[config.mk]
export PLATFORM = sky130hd
export DESIGN_NAME = load_monitor
export DESIGN_NICKNAME = d
export VERILOG_FILES = /design/src/rtl/load_monitor.sv
export SDC_FILE = /design/constraint.sdc
export NUM_CORES = 1
export LEC_CHECK = 0
export CAP_MARGIN = 10
export CORE_MARGIN = 4
export CORE_UTILIZATION = 40
export CTS_CLUSTER_DIAMETER = 150
export DETAILED_ROUTE_END_ITERATION = 10
export HOLD_SLACK_MARGIN = 0.03
export PLACE_DENSITY = 0.72
export RECOVER_POWER = 100
export SYNTH_ARGS = -nofsm -noshare
export SYNTH_HDL_FRONTEND = slang
export SYNTH_SLANG_ARGS = --single-unit
[constraint.sdc]
create_clock -name clk -period 3.6 [get_ports clk]
set_input_delay 0.54 -clock clk [delete_from_list [all_inputs] [get_ports clk]]
set_output_delay 0.54 -clock clk [all_outputs]
set_load 0.05 [all_outputs]
[src/rtl/load_monitor.sv]
// load_monitor: locks onto a peak indication that is high 2 cycles and low 2N cycles.
// Define LOAD_MON_VOL_EST_EN to build the generator-volume reconstruction on vol_est.
module load_monitor #(
    parameter int N     = 12500,
    parameter int CBITS = 14,
    parameter int PBITS = 16
) (
    input  logic             clk,
    input  logic             rst_n,
    input  logic             sig,
    output logic             locked,
    output logic             err,
    output logic [7:0]       peak_cnt,
    output logic [CBITS-1:0] vol_est
);
    localparam logic [1:0] HUNT  = 2'd0;
    localparam logic [1:0] CHECK = 2'd1;
    localparam logic [1:0] TRACK = 2'd2;
    localparam logic [1:0] ERROR = 2'd3;

    localparam logic [PBITS-1:0] K_ZERO    = {PBITS{1'b0}};
    localparam logic [PBITS-1:0] K_ONE     = PBITS'(1);
    localparam logic [PBITS-1:0] K_LOW_END = PBITS'(2 * N + 1);
    localparam logic [PBITS-1:0] K_PERIOD  = PBITS'(2 * N + 2);
    localparam logic [PBITS-1:0] K_MAX     = {PBITS{1'b1}};

    logic [1:0]       state_r;
    logic [1:0]       state_nx_s;
    logic [PBITS-1:0] k_r;
    logic [PBITS-1:0] k_inc_s;
    logic [PBITS-1:0] k_nx_s;
    logic [7:0]       peak_nx_s;
    logic             sig_q_r;
    logic             sig_v_r;
    logic             rise_s;
    logic             viol_s;

    // Rise detection and waveform check; k_inc_s is the position of the current edge in the period.
    // sig_v_r suppresses a false rise when sig is already high as reset releases.
    always_comb begin
        k_inc_s = (k_r == K_MAX) ? k_r : k_r + K_ONE;
        rise_s  = sig & ~sig_q_r & sig_v_r;
        viol_s  = 1'b0;
        if ((state_r == CHECK) || (state_r == TRACK)) begin
            if (k_inc_s == K_ONE) begin
                viol_s = ~sig;
            end else if (k_inc_s <= K_LOW_END) begin
                viol_s = sig;
            end else if (k_inc_s == K_PERIOD) begin
                viol_s = ~rise_s;
            end else begin
                viol_s = 1'b1;
            end
        end else begin
            viol_s = 1'b0;
        end
    end

    // Next-state, period counter and peak counter; a violation always beats a rise.
    always_comb begin
        state_nx_s = state_r;
        k_nx_s     = k_inc_s;
        peak_nx_s  = peak_cnt;
        case (state_r)
            HUNT, ERROR: begin
                if (rise_s) begin
                    state_nx_s = CHECK;
                    k_nx_s     = K_ZERO;
                end else begin
                    state_nx_s = state_r;
                    k_nx_s     = k_inc_s;
                end
            end
            CHECK, TRACK: begin
                if (viol_s) begin
                    state_nx_s = ERROR;
                end else if (k_inc_s == K_PERIOD) begin
                    state_nx_s = TRACK;
                    k_nx_s     = K_ZERO;
                    if (state_r == CHECK) begin
                        peak_nx_s = 8'd1;
                    end else if (peak_cnt != 8'hFF) begin
                        peak_nx_s = peak_cnt + 8'd1;
                    end else begin
                        peak_nx_s = peak_cnt;
                    end
                end else begin
                    state_nx_s = state_r;
                end
            end
            default: begin
                state_nx_s = HUNT;
                k_nx_s     = K_ZERO;
            end
        endcase
    end

    // State, counters and registered status outputs.
    always_ff @(posedge clk or negedge rst_n) begin
        if (!rst_n) begin
            state_r  <= HUNT;
            k_r      <= K_ZERO;
            sig_q_r  <= 1'b0;
            sig_v_r  <= 1'b0;
            locked   <= 1'b0;
            err      <= 1'b0;
            peak_cnt <= 8'd0;
        end else begin
            state_r  <= state_nx_s;
            k_r      <= k_nx_s;
            sig_q_r  <= sig;
            sig_v_r  <= 1'b1;
            locked   <= (state_nx_s == TRACK);
            err      <= err | (state_nx_s == ERROR);
            peak_cnt <= peak_nx_s;
        end
    end

`ifdef LOAD_MON_VOL_EST_EN
    // Triangle reconstruction: falls from N to 0 over the first half, rises back over the second.
    function automatic logic [CBITS-1:0] vol_of(input logic [PBITS-1:0] k);
        logic [PBITS-1:0] v;
        if (k <= K_ONE) begin
            v = PBITS'(N);
        end else if (k <= PBITS'(N + 1)) begin
            v = PBITS'(N + 1) - k;
        end else if (k == PBITS'(N + 2)) begin
            v = K_ZERO;
        end else if (k <= K_LOW_END) begin
            v = k - PBITS'(N + 2);
        end else begin
            v = PBITS'(N);
        end
        return CBITS'(v);
    endfunction

    // Registered volume estimate, zero whenever no period is being followed.
    always_ff @(posedge clk or negedge rst_n) begin
        if (!rst_n) begin
            vol_est <= {CBITS{1'b0}};
        end else if ((state_nx_s == CHECK) || (state_nx_s == TRACK)) begin
            vol_est <= vol_of(k_nx_s);
        end else begin
            vol_est <= {CBITS{1'b0}};
        end
    end
`else
    assign vol_est = {CBITS{1'b0}};
`endif

endmodule

==> flow_summary.ini <==
[timing]
rsz0062_at_grt = false
clock_skew_ns = 0.004940
slew_violations = 31
fin_crit_ns = 3.408
hold_violations = 0
fmax_mhz = 293.4
setup_tns_ns = 0
fin_crit_sh = 0.9467
worst_slew_pin_slew_ns = 1.704
setup_viol = 0
max-slew-margin-rel = -0.1360

[drt]
drt_iter0_markers = 160
detail-route-antenna-nets = 0
via_per_inst = 5.540
wirelength_mm = 5.037
avgRoutedWirePerCell_um = 14.23
dr.pass1.iters = 4
remaining_drc_errors = 0
num_vias = 1961

[yosys]
synth_ff_type = dfrtp_1
seq_area_frac_synth = 0.3288
syn_inst = 261
synth_edf_count = 0
synthesis.area_mm2 = 0.002283
post_synth.cell_area_avg_um2 = 8.749
async_flop_share = 1.000
synth_cell_types = 64
synth_seq_cells = 30
ys_warn_count = 0

[layout]
num_antenna_cells = 0
drive_above_1_share = 0.1383
finalNetCount = 289
final-seq-area_um2 = 750.7
design_area_mm2 = 0.002584
multi_input_area_mm2 = 0.001373
final_cell_count_no_fill = 354
layout.filler_cells = 542
area_growth_pct = 13.15

[pwr]
total_leakage_power_uw = 0.001140
p_total_uw = 1254
power_density_mw_per_mm2 = 485.5
ir_drop_mv = 0.2423

[die]
fp.dieH_um = 83.56
dieArea_mm2 = 0.006981
num_rows = 27
ioPinCount = 27
die_w_um = 83.56
core_mm2 = 0.005507
start_util = 0.4147

[place]
placed_cell_area_mm2 = 0.002504
dp.final_hpwl_mm = 3.727
dp.cells = 346
place.gp.congestion = 0.9341
portBuffers = 12

[grt]
grt_pass1_wl_mm = 8.700
grt_usage = 0.1493
grt_max_degree = 31
grt-ovfl-total = 0
grt_pass1_vias = 1839
antenna_found_initial = 0

[setup_path]
crit_path_start_kind = flip-flop
required_ns = 3.76
critical_path_class = reg2reg
crit_path_max_fanout = 13
cp.arrival_ns = 3.57
endpoint_kind = flip-flop

[worst_hold_path]
worst_hold_path_type = reg2reg

[cts]
clock_sinks = 30
worstSkewPairLatency_ns = 0.28
cts_tree = done
cts-htree-levels = 2
cts_buffers = 5
cts_buffer_depth = 2
clk_pin_slew_ns = 0.07
root_buffer = clkbuf_8

[outcome]
status = finished with violations
violations = max-capacitance violations, max-slew violations

[job]
max_cap_violations = 1
==> cell usage after synthesis (2+ instances only) <==
master,count,area (um^2)
mux2i_1,6,60.06
nand2b_1,3,18.77
or4_4,2,22.52
xnor2_1,4,35.03
or3b_1,2,17.52
nand4_1,6,37.54
xor2_1,5,43.79
o211a_1,2,20.02
nor3b_1,13,97.59
and2_1,2,12.51
or3_1,2,12.51
clkbuf_1,7,26.28
nand2_1,17,63.81
dfrtp_1,30,750.7
nand3_1,9,45.04
a21oi_1,4,20.02
clkbuf_2,2,10.01
o22ai_1,3,18.77
ha_1,5,62.56
conb_1,2,7.510
o211ai_1,3,22.52
nor4_1,3,18.77
a21boi_0,4,30.03
nor2_1,17,63.81
buf_4,15,112.6
nor4_4,2,42.54
nor3_1,21,105.1
and3_1,10,62.56
buf_2,3,15.01
and4_1,3,26.28
o21ai_0,12,60.06
inv_1,10,37.54
==> critical path: stages (launching register included) <==
cell	delay (ns)
dfrtp_1	0.35
ha_1	0.31
and3_1	0.30
nand4_1	0.13
mux2i_1	0.17
or4_4	0.59
or4_4	0.55
and4b_2	0.45
nor3b_1	0.08
or3b_1	0.35
==> layout by cell type, fill, tap and decap left out, types with 12 or more instances in the layout <==
cell type       n
nor3b_1        13
dlygate4sd3_1  12
o21ai_0        12
nand2_1        17
nor3_1         21
conb_1         15
nor2_1         17
buf_4          14
dfrtp_1        30
==> path summary, 6_finish.rpt <==
kind | startpoint | to | slack [ns] | depth (start not counted)
min in group asynchronous | rst_n | k_r[12] | 1.23 | 2
max in group asynchronous | rst_n | peak_cnt[5] | 1.39 | 2
hold reg to reg | err | err | 0.56 | 1
setup / recovery | k_r[0] | peak_cnt[3] | 0.19 | 9
setup reg to reg | k_r[0] | peak_cnt[3] | 0.19 | 9
hold / removal | err | err | 0.56 | 1
==> registers in the layout (all words and copies together) (netlist names) <==
register	count
err	1
k_r	16
locked	1
peak_cnt	8
sig_q_r	1
sig_v_r	1
state_r	2
==> cell families (layout without fill, tap and decap cells) <==
| kind of cell | count (synthesis) | count (layout) | synth area share |
|---|---|---|---|
| other | 2 | 15 | 0.003289 |
| AND/OR/NAND/NOR | 124 | 124 | 0.3326 |
| buffers and inverters | 39 | 47 | 0.09480 |
| AO/OA/AOI/OAI | 46 | 46 | 0.1523 |
| adder cells (fa/ha/maj) | 5 | 5 | 0.02740 |
| multiplexers | 6 | 6 | 0.02630 |
| XOR/XNOR | 9 | 9 | 0.03452 |
| flip-flops | 30 | 30 | 0.3288 |
==> stage by stage <==
stage | hold slack, ns | setup slack (ns) | utilization
3_3_place_gp | 0.5566 | 0.3009 | 0.4547
2_1_floorplan | 0.2444 | 0.2247 | -
5_1_grt | 0.5893 | 0.004529 | 0.4692
3_5_place_dp | 0.5535 | 0.2430 | 0.4547
6_report | 0.5579 | 0.1920 | 0.4692
4_1_cts | 0.5694 | 0.2444 | 0.4719
==> power breakdown <==
part / internal (uW) / leakage [uW] / switching, uW / total (uW)
logic: 209 / 0.000724 / 309 / 518
registers: 386 / 0.000369 / 61.2 / 447
clock network: 154 / 0.0000472 / 136 / 290
==> per-layer routing <==
layer / vias to the layer above / GRT usage / part of all wire
met5: - / 0 / 0
met4: 0 / 0.05117 / 0.011
met3: 4 / 0.02665 / 0.049
met2: 48 / 0.2413 / 0.46
met1: 939 / 0.2011 / 0.47
li1: 970 / - / -
==> timing repair <==
action / in CTS / in global routing
hold buffers: 0 / 0
setup buffers: 0 / 0
endpoints found under the setup margin: 0 / 2
gates resized for setup: 0 / 1
==> area by class of cell <==
| cell class | count | share of cell area |
|---|---|---|
| Tap cell | 72 | 0.03487 |
| Clock inverter | 2 | 0.004843 |
| Timing Repair Buffer | 29 | 0.09201 |
| Clock buffer | 6 | 0.03196 |
| Sequential cell | 30 | 0.2906 |
| Inverter | 10 | 0.01453 |
| Multi-Input combinational cell | 205 | 0.5312 |
Power figures use the tool's default switching activity.
